===== src/rtl/div_ctrl_if.sv =====
// Request/response bundle between the EXE stage (master) and the iterative divider (slave).
interface div_ctrl_if #(
    parameter int WIDTH = 32
);
    logic             div_req;
    logic [3:0]       div_op;
    logic [WIDTH-1:0] div_src1;
    logic [WIDTH-1:0] div_src2;
    logic             div_flush;
    logic             div_ack;
    logic             div_busy;
    logic             div_done;
    logic [WIDTH-1:0] div_result;

    modport master (
        output div_req, div_op, div_src1, div_src2, div_flush, div_ack,
        input  div_busy, div_done, div_result
    );

    modport slave (
        input  div_req, div_op, div_src1, div_src2, div_flush, div_ack,
        output div_busy, div_done, div_result
    );
endinterface


===== src/rtl/div_ctrl.sv =====
// Radix-2 restoring divider with IDLE/CALC/DONE sequencer for div.w, mod.w, div.wu, mod.wu.
// Operands are made non-negative at accept; signs are re-applied when the result is registered.
module div_ctrl #(
    parameter int WIDTH = 32
) (
    input logic       clk,
    input logic       reset,
    div_ctrl_if.slave bus
);
    localparam int CW = (WIDTH > 1) ? $clog2(WIDTH) : 1;
    localparam logic [WIDTH-1:0] MIN_NEG = {1'b1, {(WIDTH-1){1'b0}}};

    typedef enum logic [1:0] {IDLE, CALC, DONE} state_t;

    state_t           state_q, state_d;
    logic [CW-1:0]    count_q, count_d;
    logic [WIDTH-1:0] rem_q, rem_d;
    logic [WIDTH-1:0] quo_q, quo_d;
    logic [WIDTH-1:0] dvs_q, dvs_d;
    logic [WIDTH-1:0] result_q, result_d;
    logic [3:0]       op_q, op_d;
    logic             neg_quo_q, neg_quo_d;
    logic             neg_rem_q, neg_rem_d;

    // Illegal (zero or multi-hot) encodings fall back to div.wu: unsigned, quotient.
    function automatic logic op_legal(input logic [3:0] op);
        return (op != 4'd0) && ((op & (op - 4'd1)) == 4'd0);
    endfunction

    function automatic logic op_is_mod(input logic [3:0] op);
        return op_legal(op) && (op[1] || op[3]);
    endfunction

    logic             acc_signed, acc_mod;
    logic             a_msb, b_msb;
    logic [WIDTH-1:0] abs_a, abs_b;
    logic             div_by_zero, sgn_ovf;

    always_comb begin
        acc_signed  = op_legal(bus.div_op) && (bus.div_op[0] || bus.div_op[1]);
        acc_mod     = op_is_mod(bus.div_op);
        a_msb       = bus.div_src1[WIDTH-1];
        b_msb       = bus.div_src2[WIDTH-1];
        abs_a       = (acc_signed && a_msb) ? -bus.div_src1 : bus.div_src1;
        abs_b       = (acc_signed && b_msb) ? -bus.div_src2 : bus.div_src2;
        div_by_zero = (bus.div_src2 == '0);
        sgn_ovf     = acc_signed && (bus.div_src1 == MIN_NEG) && (bus.div_src2 == '1);
    end

    // One restoring step: the trial difference is WIDTH+1 bits so its MSB is the borrow.
    logic [WIDTH:0]   r_shift, trial;
    logic [WIDTH-1:0] step_rem, step_quo, fin_rem, fin_quo;

    always_comb begin
        r_shift  = {rem_q, quo_q[WIDTH-1]};
        trial    = r_shift - {1'b0, dvs_q};
        step_rem = trial[WIDTH] ? r_shift[WIDTH-1:0] : trial[WIDTH-1:0];
        step_quo = {quo_q[WIDTH-2:0], ~trial[WIDTH]};
        fin_quo  = neg_quo_q ? -step_quo : step_quo;
        fin_rem  = neg_rem_q ? -step_rem : step_rem;
    end

    always_comb begin
        state_d   = state_q;
        count_d   = count_q;
        rem_d     = rem_q;
        quo_d     = quo_q;
        dvs_d     = dvs_q;
        result_d  = result_q;
        op_d      = op_q;
        neg_quo_d = neg_quo_q;
        neg_rem_d = neg_rem_q;

        case (state_q)
            IDLE: begin
                if (bus.div_req && !bus.div_flush) begin
                    op_d      = bus.div_op;
                    neg_quo_d = acc_signed && (a_msb ^ b_msb);
                    neg_rem_d = acc_signed && a_msb;
                    dvs_d     = abs_b;
                    count_d   = '0;
                    if (div_by_zero) begin
                        quo_d    = '1;
                        rem_d    = bus.div_src1;
                        result_d = acc_mod ? bus.div_src1 : '1;
                        state_d  = DONE;
                    end else if (sgn_ovf) begin
                        quo_d    = MIN_NEG;
                        rem_d    = '0;
                        result_d = acc_mod ? '0 : MIN_NEG;
                        state_d  = DONE;
                    end else begin
                        quo_d   = abs_a;
                        rem_d   = '0;
                        state_d = CALC;
                    end
                end
            end
            CALC: begin
                rem_d   = step_rem;
                quo_d   = step_quo;
                count_d = count_q + CW'(1);
                if (count_q == CW'(WIDTH - 1)) begin
                    result_d = op_is_mod(op_q) ? fin_rem : fin_quo;
                    state_d  = DONE;
                end
            end
            DONE: begin
                if (bus.div_ack) begin
                    state_d = IDLE;
                end
            end
            default: state_d = IDLE;
        endcase

        if (bus.div_flush) begin
            state_d = IDLE;
        end
    end

    always_ff @(posedge clk or posedge reset) begin
        if (reset) begin
            state_q   <= IDLE;
            count_q   <= '0;
            rem_q     <= '0;
            quo_q     <= '0;
            dvs_q     <= '0;
            result_q  <= '0;
            op_q      <= '0;
            neg_quo_q <= 1'b0;
            neg_rem_q <= 1'b0;
        end else begin
            state_q   <= state_d;
            count_q   <= count_d;
            rem_q     <= rem_d;
            quo_q     <= quo_d;
            dvs_q     <= dvs_d;
            result_q  <= result_d;
            op_q      <= op_d;
            neg_quo_q <= neg_quo_d;
            neg_rem_q <= neg_rem_d;
        end
    end

    assign bus.div_busy   = (state_q != IDLE);
    assign bus.div_done   = (state_q == DONE);
    assign bus.div_result = result_q;
endmodule


===== src/flat_wrapper.sv =====
// flat-port wrapper written by rule: the top's interface ports become plain ports
module div_ctrl_flat 
#(
    parameter int WIDTH = 32
)
  (clk, reset, bus_div_req, bus_div_op, bus_div_src1, bus_div_src2, bus_div_flush, bus_div_ack, bus_div_busy, bus_div_done, bus_div_result);
  div_ctrl_if #(.WIDTH(WIDTH)) bus_i ();
  input logic clk;
  input logic reset;
  input wire logic [$bits(bus_i.div_req)-1:0] bus_div_req;
  input wire logic [$bits(bus_i.div_op)-1:0] bus_div_op;
  input wire logic [$bits(bus_i.div_src1)-1:0] bus_div_src1;
  input wire logic [$bits(bus_i.div_src2)-1:0] bus_div_src2;
  input wire logic [$bits(bus_i.div_flush)-1:0] bus_div_flush;
  input wire logic [$bits(bus_i.div_ack)-1:0] bus_div_ack;
  output wire logic [$bits(bus_i.div_busy)-1:0] bus_div_busy;
  output wire logic [$bits(bus_i.div_done)-1:0] bus_div_done;
  output wire logic [$bits(bus_i.div_result)-1:0] bus_div_result;
  assign bus_i.div_req = bus_div_req;
  assign bus_i.div_op = bus_div_op;
  assign bus_i.div_src1 = bus_div_src1;
  assign bus_i.div_src2 = bus_div_src2;
  assign bus_i.div_flush = bus_div_flush;
  assign bus_i.div_ack = bus_div_ack;
  assign bus_div_busy = bus_i.div_busy;
  assign bus_div_done = bus_i.div_done;
  assign bus_div_result = bus_i.div_result;
  div_ctrl #(.WIDTH(WIDTH)) u_core (.clk(clk), .reset(reset), .bus(bus_i));
endmodule

===== config.mk =====
export PLATFORM = sky130hd
export DESIGN_NAME = div_ctrl_flat
export DESIGN_NICKNAME = d
export VERILOG_FILES = /design/src/rtl/div_ctrl_if.sv /design/src/rtl/div_ctrl.sv /design/src/flat_wrapper.sv
export SDC_FILE = /design/constraint.sdc
export NUM_CORES = 1
export LEC_CHECK = 0
export BUFFER_PORTS_ARGS = -buffer_cell sky130_fd_sc_hd__buf_2
export CAP_MARGIN = 20
export CELL_PAD_IN_SITES_DETAIL_PLACEMENT = 0
export CELL_PAD_IN_SITES_GLOBAL_PLACEMENT = 2
export CORE_ASPECT_RATIO = 1.4
export CORE_MARGIN = 2
export CORE_UTILIZATION = 39
export DETAILED_ROUTE_END_ITERATION = 12
export PLACE_DENSITY_LB_ADDON = 0.1
export REMOVE_ABC_BUFFERS = 1
export SLEW_MARGIN = 10
export SYNTH_ARGS = -nofsm -noshare
export SYNTH_HDL_FRONTEND = slang
export SYNTH_SLANG_ARGS = --single-unit

===== constraint.sdc =====
create_clock -name clk -period 11 [get_ports clk]
set_input_delay 0.55 -clock clk [delete_from_list [all_inputs] [get_ports clk]]
set_output_delay 0.55 -clock clk [all_outputs]
set_load 0.02 [all_outputs]

==> impl_metrics.json <==
{
  "slew_viol_final": 0,
  "critPathMaxFanout": 55,
  "synth_flop_cell": "dfrtp_1",
  "htreeDepth": 4,
  "grt_first_pass_wirelength_mm": 69.5,
  "post_cts_resized": 0,
  "critical_path_class": "flip-flop to flip-flop",
  "cp_data_arrival_time_ns": 6.75,
  "clk_latency_ns": 0.45,
  "cts_tree": "built",
  "ys_seq_elements": 141,
  "run_status": "completed",
  "synth.most_common_cell": "nand2_1",
  "p_leak_nw": 5.48,
  "postSynth.asyncResetShare_pct": 100,
  "placedInstanceArea_sq_um": 13100,
  "fin_skew_ns": 0.0115,
  "synth_common_cells": "nand2_1 (180), a21oi_1 (161), o21ai_0 (158)",
  "reg2reg_from": "u_core.quo_q[31]",
  "die_area_sq_um": 33300,
  "root_buffer": "clkbuf_16",
  "vdd_drop_max_mv": 0.114,
  "p_seq_share_pct": 22.0,
  "cts_sinks": 141,
  "ys_warn_count": 0,
  "die_w_microns": 155,
  "rr_worst_depth": 21,
  "end_kind": "flip-flop",
  "synth_cell_type_count": 107,
  "synthTopCellsByArea": "dfrtp_1 (28%), a21oi_1 (6.5%), o21ai_0 (6.4%)",
  "seqCellArea_sq_um": 3530,
  "cts-buffers-inserted": 17,
  "final_nets": 1753,
  "hold_viol": 0,
  "multi_input_area_sq_um": 8180,
  "dp_hpwl_mm": 32.5,
  "pin_count": 107,
  "start_util_pct": 39.4,
  "min_period_ns": 6.41,
  "routed_wl_mm": 44.1,
  "track_usage_pct": 27.0,
  "diodes": 0,
  "avgViaCountPerCell": 5.90,
  "maxSlewHeadroom_pct": 29.0,
  "synth_top_area_share_pct": 28.4,
  "rsz0062_at_grt": "no",
  "antenna_found_initial": 0,
  "setup_tns_ns": 0,
  "r2r_slack_ns": 4.59,
  "fmax_mhz": 156,
  "drv_cap": 0,
  "power_density_nw_per_um2": 272,
  "synth_edf_count": 0,
  "grt_max_degree": 136,
  "syn_inst": 1604,
  "cp-startpoint": "u_core.quo_q[31]",
  "start_kind": "flip-flop",
  "path_clk_slew_ns": 0.07,
  "vias": 12100,
  "setup_violations": 0,
  "p_clk_share_pct": 16.7,
  "area_growth_pct": 10.3,
  "cts.path.max_buffers": 2,
  "postLayoutCellArea_sq_um": 13700,
  "holdWs_ns": 0.272,
  "timing.final.crit_share_pct": 58.3,
  "p_comb_share_pct": 61.3,
  "power_switching_share_pct": 50.3,
  "worst_pin_slew_ns": 1.06,
  "cts_hold_buf": 0,
  "ant_nets": 0,
  "p_sw_mw": 1.87,
  "drcViolationCount": 0,
  "synth_seq_area_share_pct": 28.4,
  "rows": 77,
  "p_int_mw": 1.85,
  "overflow": 0,
  "reg2reg_to": "u_core.bus.div_result[24]",
  "drt-initial-drc-count": 867,
  "endpoint": "u_core.bus.div_result[24]",
  "post_drt_wl_per_cell_microns": 21.5,
  "syn_area_sq_um": 12400,
  "die_y_microns": 215,
  "grt_pass1_vias": 11800,
  "cts_setup_buffers": 0,
  "synth_top_cell_by_area": "dfrtp_1",
  "io_buffers": 106,
  "fp.coreArea_sq_um": 31500,
  "drive_gt1_share_pct": 13.1,
  "syn_area_per_cell_sq_um": 7.74,
  "routabilityCongestion": 0.886,
  "dr.pass1.iters": 7,
  "fillers": 3271,
  "crit_required_ns": 11.34,
  "hold_path.class": "input port to async pin"
}
[cells in the final DEF, fill, tap and decap left out, types with 33 or more instances in the layout]
cell	synthesis	final
nand2_1	180	180
a21oi_1	161	161
o21ai_0	158	157
dfrtp_1	141	141
nor2_1	130	130
buf_2	22	106
xnor2_1	79	79
inv_1	61	60
xor2_1	54	54
ha_1	39	39
nand3_1	37	37
nor3_1	34	33
[layout make-up]
| cell class | instances | share of cell area, % |
|---|---|---|
| well taps | 395 | 3.61 |
| clock buffers | 23 | 3.34 |
| flip-flops and latches | 141 | 25.8 |
| clock inverters | 8 | 1.02 |
| multi-input cells | 1297 | 59.7 |
| inverters | 62 | 1.77 |
| repair buffers | 121 | 4.79 |
[power by group through the flow]
| stage | clock (mW) | combinational, mW | sequential [mW] |
|---|---|---|---|
| 3_3_place_gp | 0 | 2.25 | 0.821 |
| 4_1_cts | 0.634 | 2.27 | 0.815 |
| 5_1_grt | 0.655 | 2.53 | 0.838 |
| 2_1_floorplan | 0 | 1.68 | 0.773 |
| 3_5_place_dp | 0 | 2.25 | 0.822 |
| 6_report | 0.621 | 2.28 | 0.819 |
[how the worst min path moves through the flow]
stage               slack (ns)                  endpoint                startpoint  cells after the start
detailed placement        0.46  u_core.bus.div_result[4]  u_core.bus.div_result[4]                      1
global route              0.31         u_core.state_q[1]             bus_div_flush                      2
finish                    0.27          u_core.rem_q[27]                     reset                      2
CTS                       0.29          u_core.dvs_q[30]                     reset                      2
floorplan                 0.45          u_core.dvs_q[10]          u_core.dvs_q[10]                      2
global placement          0.46  u_core.bus.div_result[4]  u_core.bus.div_result[4]                      1
[metal layers]
layer | vias up | track usage [%] | share of wire, %
met1 | 5825 | 35.6 | 45
met2 | 301 | 45.7 | 49
met4 | 0 | 9.35 | 2.9
li1 | 5898 | - | -
met5 | - | 0 | 0
met3 | 50 | 3.15 | 3.5
[registers in the layout, summed over array words and instances, names as in the netlist]
register / flops
u_core.bus.div_result: 32
u_core.dvs_q: 32
u_core.quo_q: 32
u_core.rem_q: 32
u_core.count_q: 5
u_core.op_q: 4
u_core.state_q: 2
u_core.neg_quo_q: 1
u_core.neg_rem_q: 1
[cells by family (layout without fill, tap and decap cells)]
group	after synthesis	in the layout	share of synthesized area, %
and+or+nand+nor	544	544	21.7
DFF	141	141	28.4
xor gates and xnor gates	133	133	9.38
AOI/OAI and AO/OA	557	557	28.5
buffers and inverters	166	214	5.98
adders and majority gates	40	40	4.09
muxes	23	23	1.91
[per-stage QoR]
step                power (mW)  worst slack (ns)  cells  utilization [%]
finish                    3.72              4.59   2047             43.5
global placement          3.07              4.76   2016             41.6
CTS                       3.72              4.58   2047             43.5
detailed placement        3.07              4.60   2016             41.6
floorplan                 2.45              3.85   1500                -
global route              4.02              4.15   2047             43.5
[critical path: stages, from the launching register on]
cell	delay [ns]
dfrtp_1	0.40
inv_1	0.06
ha_1	0.20
fa_1	0.40
nand2b_2	0.21
a21oi_2	0.30
o2111a_2	0.32
o311ai_2	0.11
a21boi_2	0.64
nor2_8	0.26
inv_6	0.40
nor2_1	0.09
a21oi_1	0.26
ha_1	0.23
nor3b_1	0.30
nor4b_1	0.59
nand3b_1	0.14
mux2_2	0.33
or3b_1	0.42
nor3_2	0.22
mux2i_1	0.11
o41ai_2	0.30
Power figures use the tool's default switching activity.
